--- src/rtl/mem_arbiter.sv ---
`default_nettype none
// +--------------------------------------------------------------------------+
// | mem_arbiter: shares one word-addressed memory port between instruction    |
// | fetch and data load/store, one access at a time with fixed latency.       |
// | Revision: 1.0                                                             |
// +--------------------------------------------------------------------------+
module mem_arbiter #(
  parameter int ADDR_W     = 12,
  parameter int DATA_W     = 32,
  parameter int MEM_LAT    = 1,
  parameter int STARVE_MAX = 4
) (
  input  logic              clk,
  input  logic              reset,
  input  logic              if_req,
  input  logic [ADDR_W-1:0] if_addr,
  output logic              if_gnt,
  output logic              if_rvalid,
  output logic [DATA_W-1:0] if_rdata,
  input  logic              dm_req,
  input  logic              dm_we,
  input  logic [ADDR_W-1:0] dm_addr,
  input  logic [DATA_W-1:0] dm_wdata,
  output logic              dm_gnt,
  output logic              dm_rvalid,
  output logic [DATA_W-1:0] dm_rdata,
  output logic              mem_en,
  output logic              mem_we,
  output logic [ADDR_W-1:0] mem_addr,
  output logic [DATA_W-1:0] mem_wdata,
  input  logic [DATA_W-1:0] mem_rdata,
  output logic              busy
);

  localparam int              c_STARVE_W   = (STARVE_MAX < 1) ? 1 : $clog2(STARVE_MAX + 1);
  localparam logic [c_STARVE_W-1:0] c_STARVE_MAX = c_STARVE_W'(STARVE_MAX);
  localparam logic [2:0]      c_LAT        = 3'(MEM_LAT);

  generate
    if (MEM_LAT < 1 || MEM_LAT > 7) begin : g_bad_mem_lat
      $fatal(1, "mem_arbiter: MEM_LAT must be within 1..7");
    end
  endgenerate

  typedef enum logic [1:0] {
    S_IDLE   = 2'd0,
    S_ACCESS = 2'd1,
    S_WAIT   = 2'd2,
    S_RESP   = 2'd3
  } state_t;

  state_t                r_state, w_state;
  logic                  r_owner_if, w_owner_if;
  logic                  r_we, w_we;
  logic [2:0]            r_lat, w_lat;
  logic [c_STARVE_W-1:0] r_starve, w_starve;

  logic              r_if_gnt, w_if_gnt, r_dm_gnt, w_dm_gnt;
  logic              r_if_rvalid, w_if_rvalid, r_dm_rvalid, w_dm_rvalid;
  logic [DATA_W-1:0] r_if_rdata, w_if_rdata, r_dm_rdata, w_dm_rdata;
  logic              r_mem_en, w_mem_en, r_mem_we, w_mem_we;
  logic [ADDR_W-1:0] r_mem_addr, w_mem_addr;
  logic [DATA_W-1:0] r_mem_wdata, w_mem_wdata;
  logic              r_busy, w_busy;
  logic              w_arb, w_pick_if;

  always_ff @(posedge clk or negedge reset) begin
    if (!reset) begin
      r_state     <= S_IDLE;
      r_owner_if  <= 1'b0;
      r_we        <= 1'b0;
      r_lat       <= '0;
      r_starve    <= '0;
      r_if_gnt    <= 1'b0;
      r_dm_gnt    <= 1'b0;
      r_if_rvalid <= 1'b0;
      r_dm_rvalid <= 1'b0;
      r_if_rdata  <= '0;
      r_dm_rdata  <= '0;
      r_mem_en    <= 1'b0;
      r_mem_we    <= 1'b0;
      r_mem_addr  <= '0;
      r_mem_wdata <= '0;
      r_busy      <= 1'b0;
    end else begin
      r_state     <= w_state;
      r_owner_if  <= w_owner_if;
      r_we        <= w_we;
      r_lat       <= w_lat;
      r_starve    <= w_starve;
      r_if_gnt    <= w_if_gnt;
      r_dm_gnt    <= w_dm_gnt;
      r_if_rvalid <= w_if_rvalid;
      r_dm_rvalid <= w_dm_rvalid;
      r_if_rdata  <= w_if_rdata;
      r_dm_rdata  <= w_dm_rdata;
      r_mem_en    <= w_mem_en;
      r_mem_we    <= w_mem_we;
      r_mem_addr  <= w_mem_addr;
      r_mem_wdata <= w_mem_wdata;
      r_busy      <= w_busy;
    end
  end

  // Outputs are computed for the next cycle, so the arbitration edge already
  // presents the grant and memory strobe during the ACCESS cycle.
  always_comb begin
    w_state     = r_state;
    w_owner_if  = r_owner_if;
    w_we        = r_we;
    w_lat       = r_lat;
    w_starve    = r_starve;
    w_if_gnt    = 1'b0;
    w_dm_gnt    = 1'b0;
    w_if_rvalid = 1'b0;
    w_dm_rvalid = 1'b0;
    w_if_rdata  = r_if_rdata;
    w_dm_rdata  = r_dm_rdata;
    w_mem_en    = 1'b0;
    w_mem_we    = 1'b0;
    w_mem_addr  = r_mem_addr;
    w_mem_wdata = r_mem_wdata;
    w_arb       = 1'b0;
    w_pick_if   = if_req && (!dm_req || (r_starve == c_STARVE_MAX));

    case (r_state)
      S_IDLE: w_arb = 1'b1;
      S_ACCESS: begin
        w_lat   = c_LAT;
        w_state = S_WAIT;
      end
      S_WAIT: begin
        if (r_lat == 3'd1) begin
          w_state = S_RESP;
          if (r_owner_if) begin
            w_if_rdata  = mem_rdata;
            w_if_rvalid = 1'b1;
          end else begin
            if (!r_we) w_dm_rdata = mem_rdata;
            w_dm_rvalid = 1'b1;
          end
        end else begin
          w_lat = r_lat - 3'd1;
        end
      end
      S_RESP: begin
        w_arb   = 1'b1;
        w_state = S_IDLE;
      end
      default: w_state = S_IDLE;
    endcase

    if (w_arb) begin
      if (!if_req) w_starve = '0;
      if (w_pick_if) begin
        w_state    = S_ACCESS;
        w_owner_if = 1'b1;
        w_we       = 1'b0;
        w_if_gnt   = 1'b1;
        w_mem_en   = 1'b1;
        w_mem_addr = if_addr;
        w_starve   = '0;
      end else if (dm_req) begin
        w_state     = S_ACCESS;
        w_owner_if  = 1'b0;
        w_we        = dm_we;
        w_dm_gnt    = 1'b1;
        w_mem_en    = 1'b1;
        w_mem_we    = dm_we;
        w_mem_addr  = dm_addr;
        w_mem_wdata = dm_wdata;
        // Count data wins that bypassed a waiting fetch; saturates at the limit.
        if (if_req && (r_starve != c_STARVE_MAX)) w_starve = r_starve + c_STARVE_W'(1);
      end
    end

    w_busy = (w_state != S_IDLE);
  end

  assign if_gnt    = r_if_gnt;
  assign if_rvalid = r_if_rvalid;
  assign if_rdata  = r_if_rdata;
  assign dm_gnt    = r_dm_gnt;
  assign dm_rvalid = r_dm_rvalid;
  assign dm_rdata  = r_dm_rdata;
  assign mem_en    = r_mem_en;
  assign mem_we    = r_mem_we;
  assign mem_addr  = r_mem_addr;
  assign mem_wdata = r_mem_wdata;
  assign busy      = r_busy;

endmodule
`default_nettype wire

--- config.mk ---
export PLATFORM = sky130hd
export DESIGN_NAME = mem_arbiter
export DESIGN_NICKNAME = d
export VERILOG_FILES = /design/src/rtl/mem_arbiter.sv
export SDC_FILE = /design/constraint.sdc
export NUM_CORES = 1
export LEC_CHECK = 0
export CORE_ASPECT_RATIO = 0.6
export CORE_MARGIN = 2
export CORE_UTILIZATION = 43
export CTS_CLUSTER_SIZE = 16
export DETAILED_ROUTE_END_ITERATION = 16
export GPL_TIMING_DRIVEN = 1
export HOLD_SLACK_MARGIN = 0.15
export PLACE_DENSITY = 0.8
export SLEW_MARGIN = 15
export SYNTH_ARGS = -nofsm -noshare
export SYNTH_HDL_FRONTEND = slang
export SYNTH_SLANG_ARGS = --single-unit
--- constraint.sdc ---
create_clock -name clk -period 2.15 [get_ports clk]
set_clock_uncertainty 0.2 [all_clocks]
set_input_delay 0.215 -clock clk [delete_from_list [all_inputs] [get_ports clk]]
set_output_delay 0.215 -clock clk [all_outputs]
set_load 0.05 [all_outputs]
* Word-level counts from Yosys, hierarchy flattened
Cells that the tools add are included.
Storage, ports and cells: flip-flop bits (word level) 125, input bits 93, output and inout bits 115, logic and storage cells 76
Operators by class: add/sub/neg operators 2, equal/unequal tests 7, mux-type cells 34, bitwise gates (word level) 3, reduce and logical (&&, ||, !) cells 14
Operators with widths (number):
- two-way mux 12 bit | 2
- two-way mux 1 bit | 21
- two-way mux 3 bit | 5
- two-way mux 2 bit | 4
- one-hot mux 2 bit (3 select lines) | 1
- one-hot mux 3 bit (2 select lines) | 1
- AND reduction 3 bit | 2
- nonzero test 2 bit | 3
- == test 2 bit, second input constant | 2
- AND reduction 2 bit | 2
- AND reduction 4 bit | 1
- adder 3 x 1 -> 3 bit, second input constant | 1
- == test 3 x 1 -> 1 bit, second input constant | 1
- == test 3 bit, second input constant | 1
- != test 3 bit, second input constant | 1
- NOT 1 bit | 3
- subtractor 3 x 1 -> 3 bit, second input constant | 1
- == test 2 x 1 -> 1 bit, second input constant | 1
- logical AND 1 bit | 2
- logical NOT 2 bit | 1
- != test 2 bit, second input constant | 1
- OR reduction 2 bit | 1
- logical NOT 1 bit | 1
- logical OR 1 bit | 1

* Depth between registers and ports, before layout
Gate-level depths: netlist of run 1.
depth after elaboration 7, depth in mapped cells 7, mapped depth without buffers 6

* Least setup slack after synthesis of run 1
OpenSTA, ideal clock, no wires.
path kind register -> register, from register r_state[0], to register r_dm_rdata[10] (netlist: dm_rdata[10]), setup time 125 ps, arrival 1565 ps, slack 260 ps, stages on the path, launching flop included 8, buffers on the path 2, period minus slack after synthesis 1890 ps, cells stage by stage dfrtp_1 -> inv_1 -> ha_1 -> buf_4 -> nand3b_4 -> nor3_4 -> buf_6 -> mux2_2
Between the ends: word-level cells in the longest chain between the ends 2
Ends and longest elaborated chain:
- start, declared | RTL line 52 | state_t r_state, w_state;
- start signal, assigned | RTL line 86 | r_state <= w_state;
- == test 2 bit | RTL line 126 | case (r_state)
- AND reduction 4 bit (no line)
- end signal, assigned | RTL line 96 | r_dm_rdata <= w_dm_rdata;
- end, declared | RTL line 60 | logic [DATA_W-1:0] r_if_rdata, w_if_rdata, r_dm_rdata, w_dm_rdata;
No other way between the ends. A chain may end at the register's enable or synchronous reset.

* Worst setup path in the final report of run 1
from register r_if_rdata[17] (netlist: if_rdata[17]), to output port if_rdata[17]
RTL lines:
- start, declared | RTL line 60
- start signal, assigned | RTL line 95 | r_if_rdata <= w_if_rdata;
- end, declared | RTL line 19 | output logic [DATA_W-1:0] if_rdata,
No word-level cell between the ends.

==> results_dict.tcl, run 1 <==
set metrics [dict create \
    drtIter0Drc 137 \
    cts_tree "built" \
    fin_ws_ns 0.120 \
    cts-buffers-inserted 17 \
    nNetsFinal 674 \
    rows 30 \
    grt_pass1_wl_mm 20.3 \
    cp_top_family "buffers and inverters" \
    syn_area_um2 5140 \
    synth_seq_cells 125 \
    async_flop_share_pct 100 \
    hpwlAfterDp_mm 9.06 \
    route.detailed.drc 0 \
    worstPathRequired_ns 1.74 \
    finalSetupViolCount 0 \
    synth_most_common_cell "dfrtp_1" \
    slew_headroom_pct 63.2 \
    yosysTopAreaCell "dfrtp_1" \
    die-area_um2 12900 \
    diodes 0 \
    crit_path_start_kind "register" \
    synthTopCellsByCount "dfrtp_1 (125), mux2_2 (66), nand2_1 (31)" \
    track_usage_pct 20.3 \
    grt_pass1_vias 3899 \
    clk_pin_slew_ns 0.05 \
    drt-pass1-iter-count 4 \
    drv_cap 0 \
    port_buffers 207 \
    path_buf_inv 1 \
    status "finished clean" \
    hp-class "in2reg" \
    wirelength_mm 12.5 \
    post_drt_via_cell_ratio 4.90 \
    core_area_um2 11500 \
    antenna_left 0 \
    ctsLongestPathBuffers 2 \
    dp_worst_setup_slack_ns 0.0625 \
    finalCritPeriodShare_pct 94.4 \
    grt_max_degree 43 \
    yosys.area.top_type_share_pct 60.9 \
    cp-end-kind "output pin" \
    cp_slowest_cell "clkdlybuf4s50_1" \
    syn_area_per_cell_um2 14.9 \
    final-hold-violation-count 0 \
    synth-edff-count 0 \
    worst_ep_arrival_time_ns 1.62 \
    htree_levels 4 \
    boundaryPins 208 \
    clock-sinks 125 \
    postSynthCellCount 346 \
    ys_types 37 \
    dominantRegCellSynth "dfrtp_1" \
    max_stage_delay_ns 0.85 \
    path_cells "clkdlybuf4s50_1" \
    drive_gt1_share_pct 26.6 \
    slew_viol_final 0 \
    worstSkewPairLatency_ns 0.40 \
    wl_per_cell_um 16.7 \
    gp_congestion 0.819 \
    syn_nets 446 \
    die_y_um 88.7 \
    rsz0062_at_grt "false" \
    fin_setup_tns_ns 0 \
    fin_crit_ns 2.03 \
    worstMarginPinSlew_ns 0.550 \
    n_fill_cell 788 \
    synthTopCellsByArea "dfrtp_1 (61%), mux2_2 (14%), mux2_4 (8.5%), nand2_1 (2.3%), buf_6 (2.0%)" \
    die_w_um 145 \
    initial_utilization_pct 44.7 \
    grt-ovfl-total 0 \
    antenna_found_initial 0 \
    root_buffer "clkbuf_16" \
    yosysSeqAreaShare_pct 60.9 \
    vias 3660 \
    fmax_mhz 493 \
    yosysWarnings 0 \
    crit_path_max_fanout 2 \
    worstSetupPathType "reg2out" \
    syn2layout_area_growth_pct 56.8 \
]
## kinds of logic (layout without fill, tap and decap cells)
logic type      after synthesis  after routing  share of synthesized area [%]
flops                       125            125                           60.9
mux                          97             97                           23.4
simple gates                 61             61                           6.62
buf+inv                      30            271                           3.75
compound gates               25             25                           3.53
fa+ha+maj                     7              7                           1.70
xor+xnor                      1              1                          0.170
## worst paths after layout
| check | from | to | slack, ns | cells past startpoint |
|---|---|---|---|---|
| max | if_rdata[17] | if_rdata[17] | 0.12 | 1 |
| min | dm_we | mem_we | 0.17 | 3 |
| max reg2reg | r_state[0] | mem_wdata[16] | 0.14 | 6 |
| min reg2reg | r_lat[1] | r_lat[1] | 0.28 | 1 |
| max in group asynchronous | reset | dm_rdata[29] | 0.47 | 4 |
| min in group asynchronous | reset | dm_rdata[8] | 0.62 | 3 |
## timing repair
action | in CTS | in global routing
setup endpoints to repair | 0 | 59
hold endpoints to repair | 125 | 21
gates resized for setup | 0 | 3
hold buffers | 2 | 1
buffers inserted | 0 | 4
## metal layers
| metal | routed length, um | up-vias | track usage, % |
|---|---|---|---|
| met3 | 1080 | 11 | 7.89 |
| li1 | - | 1672 | - |
| met4 | 120 | 0 | 7.22 |
| met2 | 5640 | 160 | 32.6 |
| met5 | 0 | - | 0 |
| met1 | 5670 | 1817 | 25.7 |
## per-stage QoR
| stage | hold slack [ns] | cell area (um^2) | instances | util [%] |
|---|---|---|---|---|
| after detailed placement | -0.0469 | 7440 | 709 | 64.8 |
| after CTS | 0.154 | 8020 | 743 | 69.9 |
| final | 0.167 | 8060 | 747 | 70.2 |
| after global placement | -0.0487 | 7440 | 709 | 64.8 |
| after floorplan | -0.281 | 5140 | 346 | - |
| after global routing | 0.181 | 8060 | 747 | 70.2 |
## final cells by class
| type | count | area [um^2] | area share (%) |
|---|---|---|---|
| repair buffers | 228 | 2310 | 28.6 |
| clock buffers | 18 | 439 | 5.45 |
| multi-input cells | 191 | 1820 | 22.6 |
| inverters | 11 | 43.8 | 0.543 |
| clock inverters | 14 | 120 | 1.49 |
| flip-flops and latches | 125 | 3130 | 38.8 |
| well taps | 160 | 200 | 2.48 |
## placed cells by master (no fill, tap or decap), types with 2 or more instances in the layout
cell,count
nand4_1,13
clkbuf_16,17
nand2_1,31
inv_6,2
clkinv_2,5
buf_12,6
dfrtp_1,125
mux2_4,29
ha_1,6
a21o_1,2
clkinv_4,2
o211ai_1,12
clkinvlp_4,4
o21ai_0,5
nand3b_1,2
nor2_1,4
mux2_2,66
dlygate4sd3_1,2
inv_1,9
buf_4,14
clkdlybuf4s50_1,206
nor3b_1,2
## sequential cells by signal, summed over array words and instances (netlist names)
name / cells
mem_addr: 12
r_owner_if: 1
r_starve: 3
mem_en: 1
dm_gnt: 1
dm_rdata: 32
r_we: 1
r_lat: 3
mem_we: 1
dm_rvalid: 1
mem_wdata: 32
r_state: 2
if_rvalid: 1
if_gnt: 1
busy: 1
if_rdata: 32
Power of run 1 is not shown: default switching activity piles up to over one toggle a cycle in this logic, so the estimate is an artifact.
==> inputs of run 2 (changes only) <==
--- a/config.mk
+++ b/config.mk
@@ -5,6 +5,7 @@
 export SDC_FILE = /design/constraint.sdc
 export NUM_CORES = 1
 export LEC_CHECK = 0
+export ABC_AREA = 1
 export CORE_ASPECT_RATIO = 0.6
 export CORE_MARGIN = 2
 export CORE_UTILIZATION = 43
==> run 2 against run 1 <==
  * Fmax fell by 0.81%
  * Synthesized cell count rose by 62%
  * Largest cell class unchanged
  * Global-route usage rose by 2.6 points
  * Worst hold slack got worse by 0.0035 ns
  * Die area fell by 0.68%
  * Non-clock buffer count rose by 4
  * Final area rose by 0.75%
  * Worst setup slack got worse by 0.017 ns
  * Sequential share of layout area fell by 0.29 points
  * Wire length rose by 13%
  * Synthesized area fell by 0.71%
  * Core utilization rose by 0.75 points
==> results_dict.tcl, run 2 <==
set metrics [dict create \
    status "finished clean" \
    hp-class "in2reg" \
    fin_setup_tns_ns 0 \
    cts_resized 0 \
    async_flop_share_pct 100 \
    syn_nets 659 \
    worstMarginPinSlew_ns 0.568 \
    grt-ovfl-total 0 \
    clk_pin_slew_ns 0.06 \
    power_density_nw_per_um2 1910 \
    n_fill_cell 827 \
    path_buf_inv 1 \
    die_w_um 145 \
    yosysSeqAreaShare_pct 61.3 \
    drt-pass1-iter-count 4 \
    cp-end-kind "output pin" \
    wl_per_cell_um 14.8 \
    fmax_mhz 489 \
    synth_most_common_cell "nand2_1" \
    diodes 0 \
    rsz0062_at_grt "false" \
    synthTopCellsByArea "dfrtp_1 (61%), nand2_1 (15%), inv_1 (5.1%), o21ai_0 (4.6%), nand3_1 (2.8%)" \
    boundaryPins 208 \
    final-hold-violation-count 0 \
    rows 30 \
    most-common-layout-cells "clkdlybuf4s50_1 (205), nand2_1 (201), dfrtp_1 (125)" \
    r2r_slack_ns 0.29 \
    ctsLongestPathBuffers 2 \
    crit_path_max_fanout 2 \
    initial_utilization_pct 44.6 \
    clock-sinks 125 \
    yosysWarnings 0 \
    finalCritPeriodShare_pct 95.2 \
    grt_max_degree 66 \
    route.detailed.drc 0 \
    track_usage_pct 22.9 \
    max_stage_delay_ns 0.86 \
    crit_path_start_kind "register" \
    core_area_um2 11400 \
    htree_levels 4 \
    cp_slowest_cell "clkdlybuf4s50_1" \
    hpwlAfterDp_mm 9.70 \
    worst_ep_arrival_time_ns 1.63 \
    worstSkewPairLatency_ns 0.41 \
    slew_viol_final 0 \
    drtIter0Drc 208 \
    wirelength_mm 14.1 \
    syn_area_per_cell_um2 9.13 \
    worstSetupPathType "reg2out" \
    nNetsFinal 884 \
    cts-buffers-inserted 17 \
    post_drt_via_cell_ratio 4.70 \
    port_buffers 207 \
    power.leakage_nw 4.00 \
    yosys.area.top_type_share_pct 61.3 \
    path_cells "clkdlybuf4s50_1" \
    fin_crit_ns 2.05 \
    yosysTopAreaCell "dfrtp_1" \
    synthTopCellsByCount "nand2_1 (202), dfrtp_1 (125), inv_1 (70)" \
    ys_types 25 \
    die-area_um2 12800 \
    cts_setup_buffers 0 \
    syn_area_um2 5100 \
    postSynthCellCount 559 \
    holdBufCountCts 17 \
    syn2layout_area_growth_pct 59.1 \
    slew_headroom_pct 62.0 \
    drv_cap 0 \
    grt_pass1_vias 4570 \
    vias 4500 \
    antenna_left 0 \
    root_buffer "clkbuf_16" \
    synth_seq_cells 125 \
    cp_top_family "buffers and inverters" \
    die_y_um 88.4 \
    final_common_cell "clkdlybuf4s50_1" \
    cts_tree "built" \
    drive_gt1_share_pct 7.90 \
    worstPathRequired_ns 1.74 \
    antenna_found_initial 0 \
    grt_pass1_wl_mm 22.4 \
    finalSetupViolCount 0 \
    final_util_pct 70.9 \
    dominantRegCellSynth "dfrtp_1" \
    vdd_ir_drop_max_mv 1.23 \
    synth-edff-count 0 \
    gp_congestion 0.831 \
]
## run 2: changes by cell type after synthesis, sizes merged, moves of 2 or more
| cell | change |
|---|---|
| o21ai | +66 |
| nand3 | +27 |
| nor3 | -2 |
| mux2 | -96 |
| inv | +63 |
| nand2 | +183 |
| clkbuf | +6 |
| a21o | -2 |
| nor3b | -2 |
| o211ai | -12 |
| nand3b | -3 |
| nand4 | -10 |
## run 2: layout make-up
class / instances / area, um^2 / area share [%]
Clock inverter: 14 / 218 / 2.68
Multi-Input combinational cell: 334 / 1520 / 18.7
Sequential cell: 125 / 3130 / 38.5
Inverter: 74 / 283 / 3.48
Timing Repair Buffer: 232 / 2340 / 28.9
Clock buffer: 18 / 429 / 5.29
Tap cell: 160 / 200 / 2.47
## run 2: per-layer routing
layer | GRT usage [%] | wire length (um) | up-vias
met1 | 29.6 | 6030 | 2093
met2 | 37.1 | 6560 | 218
li1 | - | - | 2172
met5 | 0 | 0 | -
met3 | 7.90 | 1390 | 17
met4 | 6.80 | 174 | 0
## run 2: worst register-to-register path: stages, from the launching register on
cell,delay [ns]
dfrtp_1,0.38
inv_1,0.10
ha_1,0.19
nand2_1,0.08
nand2_2,0.09
nand2_4,0.13
nand2_4,0.12
buf_4,0.32
nand2_1,0.11
nand2_1,0.08
## run 2: final timing paths
check                                end     startpoint  cells after the start
max                        mem_wdata[13]  mem_wdata[13]                      1
min                        mem_wdata[23]   dm_wdata[23]                      3
max reg2reg                mem_wdata[17]    r_starve[0]                      9
min reg2reg                 dm_rdata[24]   dm_rdata[24]                      2
max in group asynchronous  mem_wdata[19]          reset                      3
min in group asynchronous    mem_addr[5]          reset                      3
## run 2: cells by family after synthesis
group | count (synthesis) | synth area share [%]
compound gates | 74 | 7.38
xor+xnor | 1 | 0.172
fa+ha+maj | 7 | 1.72
buf+inv | 100 | 9.02
flops | 125 | 61.3
simple gates | 252 | 20.4
## run 2: through the flow
step	cells	area (um^2)	worst slack (ns)	hold slack [ns]	total power [mW]
floorplan	559	5100	0.514	-0.281	9.51
global placement	908	7290	0.259	-0.0133	12.2
detailed placement	908	7290	0.189	-0.0126	12.4
CTS	957	8120	0.0852	0.151	15.6
global route	957	8120	0.0621	0.155	16.3
finish	957	8120	0.103	0.164	15.5
## run 2: power breakdown
group	switching [mW]	leakage, nW	internal (mW)
combinational	5.66	2.17	2.60
sequential	0.660	1.54	3.48
clock	1.06	0.295	2.06
total	7.38	4.00	8.14
No activity file was read; power rests on OpenSTA's default activity.
==> inputs of run 3 (changes only) <==
--- a/config.mk
+++ b/config.mk
@@ -7,7 +7,6 @@
 export LEC_CHECK = 0
 export ABC_AREA = 1
 export CORE_ASPECT_RATIO = 0.6
-export CORE_MARGIN = 2
 export CORE_UTILIZATION = 43
 export CTS_CLUSTER_SIZE = 16
 export DETAILED_ROUTE_END_ITERATION = 16
==> run 3 against run 2 <==
  * Register-to-register slack got worse by 0.05 ns
  * Wire length decreased by 5.7%
  * Critical path type unchanged
  * Combinational power about the same
  * Sequential cell count unchanged
  * Final area decreased by 1.3%
  * Worst hold slack about the same
  * Via count decreased by 0.89%
  * Sequential power about the same
  * Critical path depth unchanged
  * Sequential share of layout area increased by 0.52 points
  * Die area decreased by 3.6%
  * Cell count decreased by 0.73%
==> results_dict.tcl, run 3 (synthesis results as in run 2) <==
set metrics [dict create \
    r2r_start "r_state[0]" \
    route.detailed.drc 0 \
    finalSetupViolCount 0 \
    drtIter0Drc 252 \
    final_common_cell "clkdlybuf4s50_1" \
    grt_max_degree 70 \
    ctsLongestPathBuffers 2 \
    nNetsFinal 877 \
    root_buffer "clkbuf_16" \
    post_drt_via_cell_ratio 4.69 \
    power_density_nw_per_um2 1910 \
    die_w_um 143 \
    drv_cap 0 \
    whs_path_depth 3 \
    slew_headroom_pct 62.2 \
    cts-buffers-inserted 17 \
    worstMarginPinSlew_ns 0.565 \
    clk_pin_slew_ns 0.06 \
    path_buf_inv 1 \
    antenna_found_initial 0 \
    vdd_ir_drop_max_mv 1.06 \
    switching_power_mw 7.34 \
    drive_gt1_share_pct 7.97 \
    min_from "dm_wdata[8]" \
    cp-end-kind "output pin" \
    n_fill_cell 857 \
    r2r_slack_ns 0.24 \
    most-common-layout-cells "clkdlybuf4s50_1 (205), nand2_1 (201), dfrtp_1 (125)" \
    initial_utilization_pct 44.7 \
    hpwlAfterDp_mm 9.29 \
    rsz0062_at_grt "false" \
    crit_path_max_fanout 2 \
    core_area_um2 11400 \
    diodes 0 \
    intPower_mw 7.94 \
    max_stage_delay_ns 0.83 \
    die_y_um 86.4 \
    wl_per_cell_um 14.0 \
    vias 4460 \
    hp-class "in2reg" \
    path_cells "clkdlybuf4s50_1" \
    worstHoldEndpoint "mem_wdata[8]" \
    gp_congestion 0.807 \
    drt-pass1-iter-count 5 \
    r2r_end "if_rdata[24]" \
    comb_power_share_pct 53.9 \
    syn2layout_area_growth_pct 57.0 \
    fmax_mhz 489 \
    rows 30 \
    swShare_pct 48.0 \
    fin_setup_tns_ns 0 \
    worstSkewPairLatency_ns 0.39 \
    final-hold-violation-count 0 \
    worstSetupPathType "reg2out" \
    cts_tree "built" \
    grt_pass1_vias 4425 \
    cts_setup_buffers 0 \
    cp_top_family "buffers and inverters" \
    grt_pass1_wl_mm 21.5 \
    track_usage_pct 22.6 \
    fin_crit_ns 2.04 \
    crit_path_start_kind "register" \
    htree_levels 4 \
    finalCritPeriodShare_pct 95.0 \
    grt-ovfl-total 0 \
    p_clk_share_pct 19.1 \
    worstPathRequired_ns 1.74 \
    seq_power_share_pct 27.0 \
    status "finished clean" \
    boundaryPins 208 \
    r2r_cells 8 \
    die-area_um2 12300 \
    port_buffers 207 \
    slew_viol_final 0 \
    cts_resized 0 \
    worst_ep_arrival_time_ns 1.63 \
    cp.depth 1 \
    clock-sinks 125 \
    cp_slowest_cell "clkdlybuf4s50_1" \
    antenna_left 0 \
    wirelength_mm 13.3 \
    power.leakage_nw 3.97 \
    hold_slack_ns 0.163 \
]
==> run 3: cell count changes in the layout (fill, tap and decap cells not counted), sizes merged <==
cell,delta
bufinv,-2
clkbuf,+1
clkinv,+2
clkinvlp,-2
dlygate4sd3,-7
inv,+1
==> run 3: per-layer routing <==
layer	vias up	track usage (%)	routed length [um]
li1	2166	-	-
met4	0	6.84	80
met3	8	7.57	1220
met2	207	34.0	5880
met1	2079	31.1	6160
met5	-	0	0
==> run 3: what timing repair did <==
item                                    4_1_cts  5_1_grt
endpoints found under the setup margin        0        0
hold endpoints to repair                    132        0
hold buffers                                  9        0
==> run 3: how the worst max path moves through the flow <==
stage | endpoint | startpoint | slack (ns)
finish | mem_wdata[13] | mem_wdata[13] | 0.11
global route | mem_wdata[13] | mem_wdata[13] | 0.05
global placement | mem_wdata[12] | dm_req | 0.26
floorplan | if_rdata[10] | r_state[0] | 0.51
detailed placement | mem_wdata[0] | dm_req | 0.22
CTS | mem_wdata[13] | mem_wdata[13] | 0.09
==> run 3: power by group through the flow <==
stage,Clock (mW),Sequential (mW),Combinational (mW)
floorplan,0,7.68,1.84
global placement,0,4.11,8.09
detailed placement,0,4.12,8.26
CTS,2.98,4.12,8.29
global route,3.09,4.24,8.75
finish,2.92,4.13,8.24
==> run 3: area by class of cell <==
type	count	area, um^2	area share (%)
Sequential cell	125	3130	39.1
Timing Repair Buffer	225	2270	28.4
Multi-Input combinational cell	334	1520	18.9
Clock buffer	19	443	5.53
Inverter	74	283	3.53
Tap cell	160	200	2.50
Clock inverter	13	165	2.06
==> run 3: per-stage QoR <==
step / utilization (%) / cell area [um^2] / power (mW) / worst slack (ns) / instances
4_1_cts: 70.2 / 8010 / 15.4 / 0.0863 / 950
3_3_place_gp: 64.1 / 7310 / 12.2 / 0.257 / 909
3_5_place_dp: 64.1 / 7310 / 12.4 / 0.218 / 909
2_1_floorplan: - / 5100 / 9.51 / 0.514 / 559
6_report: 70.2 / 8010 / 15.3 / 0.107 / 950
5_1_grt: 70.2 / 8010 / 16.1 / 0.0526 / 950
